**src/rtl/fpu_resp_pkg.sv**
```systemverilog
// Shared types for the FPU response buffer: IEEE status flags and the buffered entry layout.
package fpu_resp_pkg;

    localparam int unsigned DWIDTH   = 16;
    localparam int unsigned TAG_W    = 4;
    localparam int unsigned STATUS_W = 5;

    // Field order matches fpnew_pkg::status_t so packed values are interchangeable.
    typedef struct packed {
        logic nv;
        logic dz;
        logic of;
        logic uf;
        logic nx;
    } status_t;

    typedef struct packed {
        logic [DWIDTH-1:0] result;
        status_t           status;
        logic [TAG_W-1:0]  tag;
    } resp_entry_t;

endpackage

```
**src/rtl/fpu_resp_fifo.sv**
```systemverilog
// Generic DEPTH-entry FIFO with synchronous flush, occupancy count and full/empty flags.
module fpu_resp_fifo
    import fpu_resp_pkg::*;
#(
    parameter int unsigned WIDTH = $bits(resp_entry_t),
    parameter int unsigned DEPTH = 4
) (
    input  logic                       clk_i,
    input  logic                       rst_ni,
    input  logic                       flush_i,
    input  logic                       push_i,
    input  logic [WIDTH-1:0]           wdata_i,
    input  logic                       pop_i,
    output logic [WIDTH-1:0]           rdata_o,
    output logic                       full_o,
    output logic                       empty_o,
    output logic [$clog2(DEPTH+1)-1:0] count_o
);

    localparam int unsigned PTR_W = $clog2(DEPTH);
    localparam int unsigned CNT_W = $clog2(DEPTH+1);

    logic [WIDTH-1:0] mem_q [DEPTH];
    logic [PTR_W-1:0] wr_ptr_q, wr_ptr_d;
    logic [PTR_W-1:0] rd_ptr_q, rd_ptr_d;
    logic [CNT_W-1:0] count_q, count_d;
    logic             push_en, pop_en;

    assign full_o  = (count_q == CNT_W'(DEPTH));
    assign empty_o = (count_q == '0);
    assign count_o = count_q;
    assign rdata_o = mem_q[rd_ptr_q];

    // Full refuses a push even when a pop frees a slot in the same cycle.
    assign push_en = push_i & ~full_o;
    assign pop_en  = pop_i & ~empty_o;

    always_comb begin
        wr_ptr_d = wr_ptr_q;
        rd_ptr_d = rd_ptr_q;
        count_d  = count_q;
        if (flush_i) begin
            wr_ptr_d = '0;
            rd_ptr_d = '0;
            count_d  = '0;
        end else begin
            if (push_en) wr_ptr_d = wr_ptr_q + PTR_W'(1);
            if (pop_en)  rd_ptr_d = rd_ptr_q + PTR_W'(1);
            if (push_en && !pop_en)      count_d = count_q + CNT_W'(1);
            else if (pop_en && !push_en) count_d = count_q - CNT_W'(1);
        end
    end

    always_ff @(posedge clk_i or negedge rst_ni) begin
        if (!rst_ni) begin
            wr_ptr_q <= '0;
            rd_ptr_q <= '0;
            count_q  <= '0;
        end else begin
            wr_ptr_q <= wr_ptr_d;
            rd_ptr_q <= rd_ptr_d;
            count_q  <= count_d;
        end
    end

    always_ff @(posedge clk_i) begin
        if (push_en && !flush_i) mem_q[wr_ptr_q] <= wdata_i;
    end

endmodule

```
**src/rtl/fpu_resp_buffer.sv**
```systemverilog
// In-order FPU result buffer with sticky fflags accumulation.
// Optional tag-order checker enabled by defining FPU_RESP_BUF_ORDER_CHK_EN.
module fpu_resp_buffer #(
    parameter int unsigned DWIDTH = fpu_resp_pkg::DWIDTH,
    parameter int unsigned TAG_W  = fpu_resp_pkg::TAG_W,
    parameter int unsigned DEPTH  = 4
) (
    input  logic                       clk_i,
    input  logic                       rst_ni,
    input  logic                       flush_i,
    input  logic                       fpu_valid_i,
    output logic                       fpu_ready_o,
    input  logic [DWIDTH-1:0]          fpu_result_i,
    input  logic [4:0]                 fpu_status_i,
    input  logic [TAG_W-1:0]           fpu_tag_i,
    output logic                       rsp_valid_o,
    input  logic                       rsp_ready_i,
    output logic [DWIDTH-1:0]          rsp_result_o,
    output logic [4:0]                 rsp_status_o,
    output logic [TAG_W-1:0]           rsp_tag_o,
    output logic [$clog2(DEPTH+1)-1:0] count_o,
    output logic [4:0]                 fflags_o,
    input  logic                       fflags_clr_i,
    output logic                       tag_err_o
);

    localparam int unsigned EW = DWIDTH + 5 + TAG_W;

    logic [EW-1:0]         wdata, rdata;
    logic                  full, empty, pop_fire;
    fpu_resp_pkg::status_t head_status;
    logic [4:0]            fflags_q, fflags_d;

    // Ready depends only on stored occupancy and reset, never on rsp_ready_i.
    assign fpu_ready_o = rst_ni & ~full;
    assign rsp_valid_o = ~empty;
    assign pop_fire    = rsp_valid_o & rsp_ready_i & ~flush_i;

    assign wdata        = {fpu_result_i, fpu_status_i, fpu_tag_i};
    assign rsp_result_o = rdata[EW-1 -: DWIDTH];
    assign head_status  = rdata[TAG_W +: 5];
    assign rsp_status_o = head_status;
    assign rsp_tag_o    = rdata[TAG_W-1:0];

    fpu_resp_fifo #(
        .WIDTH (EW),
        .DEPTH (DEPTH)
    ) u_fifo (
        .clk_i   (clk_i),
        .rst_ni  (rst_ni),
        .flush_i (flush_i),
        .push_i  (fpu_valid_i & fpu_ready_o),
        .wdata_i (wdata),
        .pop_i   (rsp_ready_i),
        .rdata_o (rdata),
        .full_o  (full),
        .empty_o (empty),
        .count_o (count_o)
    );

    always_comb begin
        fflags_d = fflags_q;
        if (pop_fire)          fflags_d = (fflags_clr_i ? 5'b0 : fflags_q) | head_status;
        else if (fflags_clr_i) fflags_d = 5'b0;
    end

    always_ff @(posedge clk_i or negedge rst_ni) begin
        if (!rst_ni) fflags_q <= '0;
        else         fflags_q <= fflags_d;
    end

    assign fflags_o = fflags_q;

`ifdef FPU_RESP_BUF_ORDER_CHK_EN
    logic [TAG_W-1:0] exp_tag_q, exp_tag_d;
    logic             tag_err_q, tag_err_d;

    always_comb begin
        exp_tag_d = exp_tag_q;
        tag_err_d = tag_err_q;
        if (pop_fire) begin
            if (rsp_tag_o != exp_tag_q) tag_err_d = 1'b1;
            exp_tag_d = rsp_tag_o + TAG_W'(1);
        end
    end

    always_ff @(posedge clk_i or negedge rst_ni) begin
        if (!rst_ni) begin
            exp_tag_q <= '0;
            tag_err_q <= 1'b0;
        end else begin
            exp_tag_q <= exp_tag_d;
            tag_err_q <= tag_err_d;
        end
    end

    assign tag_err_o = tag_err_q;
`else
    assign tag_err_o = 1'b0;
`endif

endmodule

```
**config.mk**
```make
export PLATFORM = sky130hd
export DESIGN_NAME = fpu_resp_buffer
export DESIGN_NICKNAME = d
export VERILOG_FILES = /design/src/rtl/fpu_resp_pkg.sv /design/src/rtl/fpu_resp_fifo.sv /design/src/rtl/fpu_resp_buffer.sv
export SDC_FILE = /design/constraint.sdc
export NUM_CORES = 1
export LEC_CHECK = 0
export CAP_MARGIN = 20
export CORE_MARGIN = 1.5
export CORE_UTILIZATION = 57
export DETAILED_ROUTE_END_ITERATION = 16
export GPL_ROUTABILITY_DRIVEN = 1
export PLACE_DENSITY_LB_ADDON = 0.12
export SLEW_MARGIN = 20
export SYNTH_ARGS = -nofsm -noshare
export SYNTH_HDL_FRONTEND = slang
export SYNTH_SLANG_ARGS = --single-unit
```
**constraint.sdc**
```tcl
create_clock -name clk_i -period 3.78 [get_ports clk_i]
set_input_delay 0.756 -clock clk_i [delete_from_list [all_inputs] [get_ports clk_i]]
set_output_delay 0.756 -clock clk_i [all_outputs]
set_load 0.02 [all_outputs]
```
==> results.toml, run 1 <==
[layout]
register_area_mm2 = 0.003304
area_delta_synth_final_pct = 23.59
n_fill_cell = 462
nNetsFinal = 313
n_antenna_cell = 0
fin_util = 0.7299
final_layout_size_suffix_gt1_frac = 0.2100
multiInputGateArea_um2 = 942.2

[worst_setup_path]
r2r_end = "u_fifo.count_o[2]"
crit_buf_inv = 2
rr_worst_depth = 7
crit_chain = "buf_4 > mux4_2 > clkdlybuf4s50_1"
worstSetupPathType = "reg2out"
cp_slowest_stage_delay_ps = 670
critPathLaunchType = "flip-flop"
cp_max_fo = 13
cp.required_ps = 3020
reg2reg_slack_ps = 1600
crit_path_top_delay_cell = "dfrtp_2"
path_depth = 3
setup.worst_path.end = "rsp_status_o[3]"
crit_arrival_ps = 2420
startpoint = "u_fifo.rd_ptr_q[0]"
timing.rr.start = "u_fifo.count_o[1]"
path_delay_family = "buffers and inverters"
end_kind = "primary output"

[global_route]
grt_pass1_wl_um = 11450
grt_start_max_net_pins = 19
antenna_found_initial = 0
track_usage = 0.1904
grt_pass1_vias = 2161
grt-ovfl-total = 0

[clocking]
cts_buffer_depth = 2
clk_latency_ps = 360
cts_sinks = 112
hold_buffers = 0
cts.clk_slew.worst_paths_ps = 100
htreeDepth = 3
clockRootBuffer = "clkbuf_8"
post_cts_buffers = 0
cts_resized = 0
cts_tree = "yes"
numCtsBuffers = 9

[sta]
tns_ps = 0
final-setup-viol-count = 0
final.setup_skew_ps = 13.32
min_period_ps = 3177
slew_viol_final = 0
holdWs_ps = 519.6
clock.fmax_mhz = 314.8
min_period_over_period = 0.8403
finalHoldViolations = 0
rsz0062_at_grt = "no"

[route]
drc_errors = 0
ant_nets = 0
viasPerCell = 5.284
wl_per_cell_um = 18.54
drt_wl_total_um = 7045
vias = 2008
dr.first_iter.drc_count = 99
firstDrtPassIters = 4

[power]
combinationalPowerShare = 0.297
power.leakage_uw = 0.001779
p_switching_uw = 870.3
powerDensity_mw_per_mm2 = 581.5
swShare = 0.2812
vdd_drop_max_mv = 0.3610
p_clk_frac = 0.223
sequentialPowerShare = 0.479
p_int_uw = 2225

[floorplanning]
start_util = 0.5906
dieWidth_um = 89.92
die_h_um = 89.92
pin_count = 67
rows = 31
die_area_mm2 = 0.008086
fp.coreArea_mm2 = 0.007292

[yosys]
syn_nets = 233
syn_avg_cell_area_um2 = 21.86
ys_ff_latch = 112
yosys_warnings = 0
synth_top_cell_by_area = "edfxtp_1"
yosysTopAreaCellShare = 0.6973
synthesis.area_mm2 = 0.004307
yosysUniqueCellTypes = 28
synthTopCellsByArea = "edfxtp_1 (70%), mux4_2 (13%), dfrtp_1 (7.0%)"
seq_area_frac_synth = 0.7670
netlist_instances = 197

[hold_path]
hold_path.class = "reg2reg"

[placed_design]
io_buffers = 65
place_hpwl_um = 4737
gp_congestion = 0.7237

[job]
max_cap_viol_count = 0

[run_status]
outcome = "complete, no violations"
[power by group through the flow]
stage	Clock [uW]	Combinational [uW]	Sequential, uW
after floorplan	0	570	1500
after global placement	0	922	1510
after detailed placement	0	931	1510
after CTS	704	934	1490
after global routing	748	979	1500
final	691	920	1480
[sequential cells by signal (all words and copies together) (netlist names)]
name             cells
u_fifo.mem_q       100
u_fifo.rd_ptr_q      2
u_fifo.count_o       3
fflags_o             5
u_fifo.wr_ptr_q      2
[cells in the final DEF, fill, tap and decap left out]
master and instances:
a21oi_1 1, and2_0 1, or3b_4 1, clkinvlp_4 2, edfxtp_1 100, buf_4 12, dfrtp_2 1, clkinv_1 1
mux4_2 25, xnor2_4 1, nor2b_1 2, clkdlybuf4s50_1 65, or3_1 1, and2_1 5, conb_1 1, mux2i_1 1
mux2_1 1, xor2_1 1, and3_4 1, clkbuf_8 9, o31a_2 1, mux2_4 2, nand2_1 3, nor2_1 11
dfrtp_1 11, fa_1 1, inv_8 1, inv_6 1, inv_1 5, a22o_1 5, nand3_2 1, xnor2_1 2
bufinv_16 1, ha_1 4
[cells in the mapped netlist]
library cell  count
or3b_4            1
nor2_1           11
conb_1            1
mux4_2           25
a22o_1            5
and2_0            1
or3_1             1
nand3_2           1
xnor2_1           2
clkbuf_1          2
xor2_1            1
xnor2_4           1
nor2b_1           2
o31a_2            1
a21oi_1           1
nand2_1           3
ha_1              4
and2_1            5
fa_1              1
and3_4            1
mux2_1            1
edfxtp_1        100
mux2i_1           1
inv_1             5
buf_4             2
dfrtp_1          12
buf_2             4
mux2_4            2
[worst reg2reg max path: stages, from the launching register on]
cell,delay [ps]
dfrtp_1,440
or3b_4,430
nand3_2,140
nor2_1,70
fa_1,380
and2_0,140
mux2i_1,150
mux2_1,340
[cell type report]
cell class              instances  area share
multi-input cells              72      0.1770
inverters                       5    0.003526
clock inverters                 6     0.01293
flip-flops and latches        112      0.6208
clock buffers                   9     0.02327
well taps                      99     0.02327
repair buffers                 77      0.1392
[per-stage QoR]
| step | std cells | setup WS [ps] | total power (uW) | cell area, um2 |
|---|---|---|---|---|
| global route | 380 | 465.4 | 3224 | 5323 |
| CTS | 380 | 539.0 | 3125 | 5323 |
| finish | 380 | 603.5 | 3095 | 5323 |
| detailed placement | 365 | 833.4 | 2445 | 5130 |
| floorplan | 197 | 1572 | 2068 | 4307 |
| global placement | 365 | 846.7 | 2437 | 5130 |
[worst min-delay path by stage]
| stage | cells past startpoint | to | start | slack (ps) |
|---|---|---|---|---|
| after CTS | 1 | fflags_o[0] | fflags_o[0] | 520 |
| after global routing | 1 | fflags_o[2] | fflags_o[2] | 530 |
| after global placement | 1 | fflags_o[1] | fflags_o[1] | 510 |
| after detailed placement | 1 | fflags_o[0] | fflags_o[0] | 500 |
| after floorplan | 0 | fflags_o[0] | rst_ni | 460 |
| final | 1 | fflags_o[0] | fflags_o[0] | 520 |
[layer usage]
| layer | wire, um | track usage |
|---|---|---|
| met1 | 3076 | 0.2539 |
| met2 | 3653 | 0.3174 |
| met3 | 247 | 0.04569 |
| met4 | 68 | 0.05556 |
| met5 | 0 | 0 |
[logic make-up (layout without fill, tap and decap cells)]
family	Yosys count	in the layout	share of synthesized area
other cells	1	1	0.0008708
fa+ha+maj	5	5	0.01627
simple gates	26	26	0.03283
mux	29	29	0.1426
xor+xnor	4	4	0.01249
compound gates	7	7	0.01365
buf+inv	13	97	0.01424
flops	112	112	0.7670
Power figures use the tool's default switching activity.
==> run 2, diff against run 1 <==
--- a/config.mk
+++ b/config.mk
@@ -7,7 +7,7 @@
 export LEC_CHECK = 0
 export CAP_MARGIN = 20
 export CORE_MARGIN = 1.5
-export CORE_UTILIZATION = 57
+export CORE_UTILIZATION = 53
 export DETAILED_ROUTE_END_ITERATION = 16
 export GPL_ROUTABILITY_DRIVEN = 1
 export PLACE_DENSITY_LB_ADDON = 0.12
==> constraint.sdc (replaced) <==
create_clock -name clk_i -period 3.1 [get_ports clk_i]
set_input_delay 0.62 -clock clk_i [delete_from_list [all_inputs] [get_ports clk_i]]
set_output_delay 0.62 -clock clk_i [all_outputs]
set_load 0.02 [all_outputs]
==> run 2 against run 1 <==
Critical path depth did not move. First-iteration DRC count rose by 7.1%. Combinational power rose by 28%. Non-clock buffer count did not move. Clock skew fell by 4.8 ps. Sequential power rose by 20%. Global-route usage fell by 0.58 points. Sequential cell count did not move. Sequential share of layout area fell by 0.29 points. Via count rose by 4.1%. Die area rose by 7.3%.
==> results.toml, run 2 (synthesis results as in run 1) <==
[worst_setup_path]
end_kind = "primary output"
crit_path_top_delay_cell = "clkdlybuf4s50_1"
cp_slowest_stage_delay_ps = 580
crit_arrival_ps = 2150
critPathLaunchType = "flip-flop"
worstSetupPathType = "reg2out"
crit_chain = "buf_12 > mux4_2 > clkdlybuf4s50_1"
cp_max_fo = 27
cp.required_ps = 2480

[route]
drc_errors = 0
vias = 2091
wl_met3_um = 269
wl_met2_um = 3500
wl_per_cell_um = 18.55
ant_nets = 0
m1WireLength_um = 3236
firstDrtPassIters = 4
viasPerCell = 5.445
dr.first_iter.drc_count = 106
top_layer = "met4"
drt_wl_total_um = 7123

[global_route]
antenna_found_initial = 0
track_usage = 0.1846
grt_pass1_vias = 2161
grt_start_max_net_pins = 28
grt_pass1_wl_um = 11550
grt-ovfl-total = 0

[layout]
n_antenna_cell = 0
largest_reg_flops = 100
final_area_mm2 = 0.005348
area_delta_synth_final_pct = 24.17
most-common-layout-cells = "edfxtp_1 (100), clkdlybuf4s50_1 (65), mux4_2 (25)"
final_layout_size_suffix_gt1_frac = 0.2163
n_fill_cell = 541
nNetsFinal = 313
mostFrequentLayoutCell = "edfxtp_1"
instances_no_fill = 384
top_register = "u_fifo.mem_q"

[sta]
clock.fmax_mhz = 360.7
slew_viol_final = 0
final-setup-viol-count = 0
min_period_ps = 2772
min_period_over_period = 0.8943
rsz0062_at_grt = "no"
final.setup_skew_ps = 8.556
tns_ps = 0
finalHoldViolations = 0

[clocking]
cts.clk_slew.worst_paths_ps = 100
cts_resized = 0
post_cts_buffers = 0
cts_tree = "yes"
htreeDepth = 3
clockRootBuffer = "clkbuf_8"
numCtsBuffers = 9
cts_buffer_depth = 2
hold_buffers = 0
clk_latency_ps = 360
cts_sinks = 112

[placed_design]
io_buffers = 65
dpl_cell_area_mm2 = 0.005146
gp_congestion = 0.7697
place_inst = 368
place_hpwl_um = 4598

[floorplanning]
dieWidth_um = 93.14
start_util = 0.5516
rows = 32
pin_count = 67
die_h_um = 93.14
die_area_mm2 = 0.008675
fp.coreArea_mm2 = 0.007807

[power]
combinationalPowerShare = 0.309
power.leakage_uw = 0.001779
p_int_uw = 2726
p_switching_uw = 1077
p_clk_frac = 0.226
p_total_uw = 3803
vdd_drop_max_mv = 0.3663
swShare = 0.2833
sequentialPowerShare = 0.465
powerDensity_mw_per_mm2 = 711.2

[job]
max_cap_viol_count = 0

[hold_path]
hold_path.class = "reg2reg"

[run_status]
outcome = "complete, no violations"
[run 2: cell types whose count changed in the layout (fill, tap and decap cells not counted), sizes merged]
cell / previous run / this run
clkinv: 1 / 0
clkinvlp: 2 / 4
[run 2: final cells by class]
cell class | count | area (um2) | share of cell area
multi-input combinational | 72 | 942.2 | 0.1762
inverter | 5 | 18.77 | 0.003510
timing repair buffer | 77 | 753.2 | 0.1409
sequential | 112 | 3304 | 0.6179
tap | 102 | 127.6 | 0.02387
clock inverter | 7 | 77.57 | 0.01451
clock buffer | 9 | 123.9 | 0.02316
[run 2: worst paths after layout]
check / startpoint / cells past startpoint / slack (ps) / endpoint
min: fflags_o[0] / 1 / 520 / fflags_o[0]
max in group asynchronous: rst_ni / 2 / 2380 / u_fifo.rd_ptr_q[0]
min reg2reg: fflags_o[0] / 1 / 520 / fflags_o[0]
max: u_fifo.rd_ptr_q[0] / 3 / 330 / rsp_result_o[0]
max reg2reg: u_fifo.count_o[0] / 7 / 950 / u_fifo.count_o[2]
min in group asynchronous: rst_ni / 2 / 590 / fflags_o[3]
[run 2: worst max-delay path, delay by kind of cell (launching register included)]
family / cells / cell delay, ps
muxes: 1 / 570
DFF: 1 / 390
buffers and inverters: 2 / 820
[run 2: power groups by stage]
stage | Sequential (uW) | Clock (uW) | Combinational, uW
after floorplan | 1830 | 0 | 695
after global placement | 1800 | 0 | 1190
after detailed placement | 1800 | 0 | 1190
after CTS | 1770 | 883 | 1200
after global routing | 1780 | 940 | 1250
final | 1770 | 859 | 1180
[run 2: through the flow]
stage | worst slack [ps] | utilization | hold WS (ps)
2_1_floorplan | 959.0 | - | 324.4
4_1_cts | 296.0 | 0.6849 | 524.1
3_3_place_gp | 575.0 | 0.6591 | 490.1
3_5_place_dp | 556.5 | 0.6591 | 498.2
6_report | 327.6 | 0.6849 | 519.5
5_1_grt | 250.6 | 0.6849 | 534.3
[run 2: layer usage]
| layer | vias to the layer above | GRT usage |
|---|---|---|
| met1 | 1079 | 0.2571 |
| li1 | 946 | - |
| met2 | 55 | 0.2889 |
| met5 | - | 0 |
| met4 | 0 | 0.07576 |
| met3 | 11 | 0.03740 |
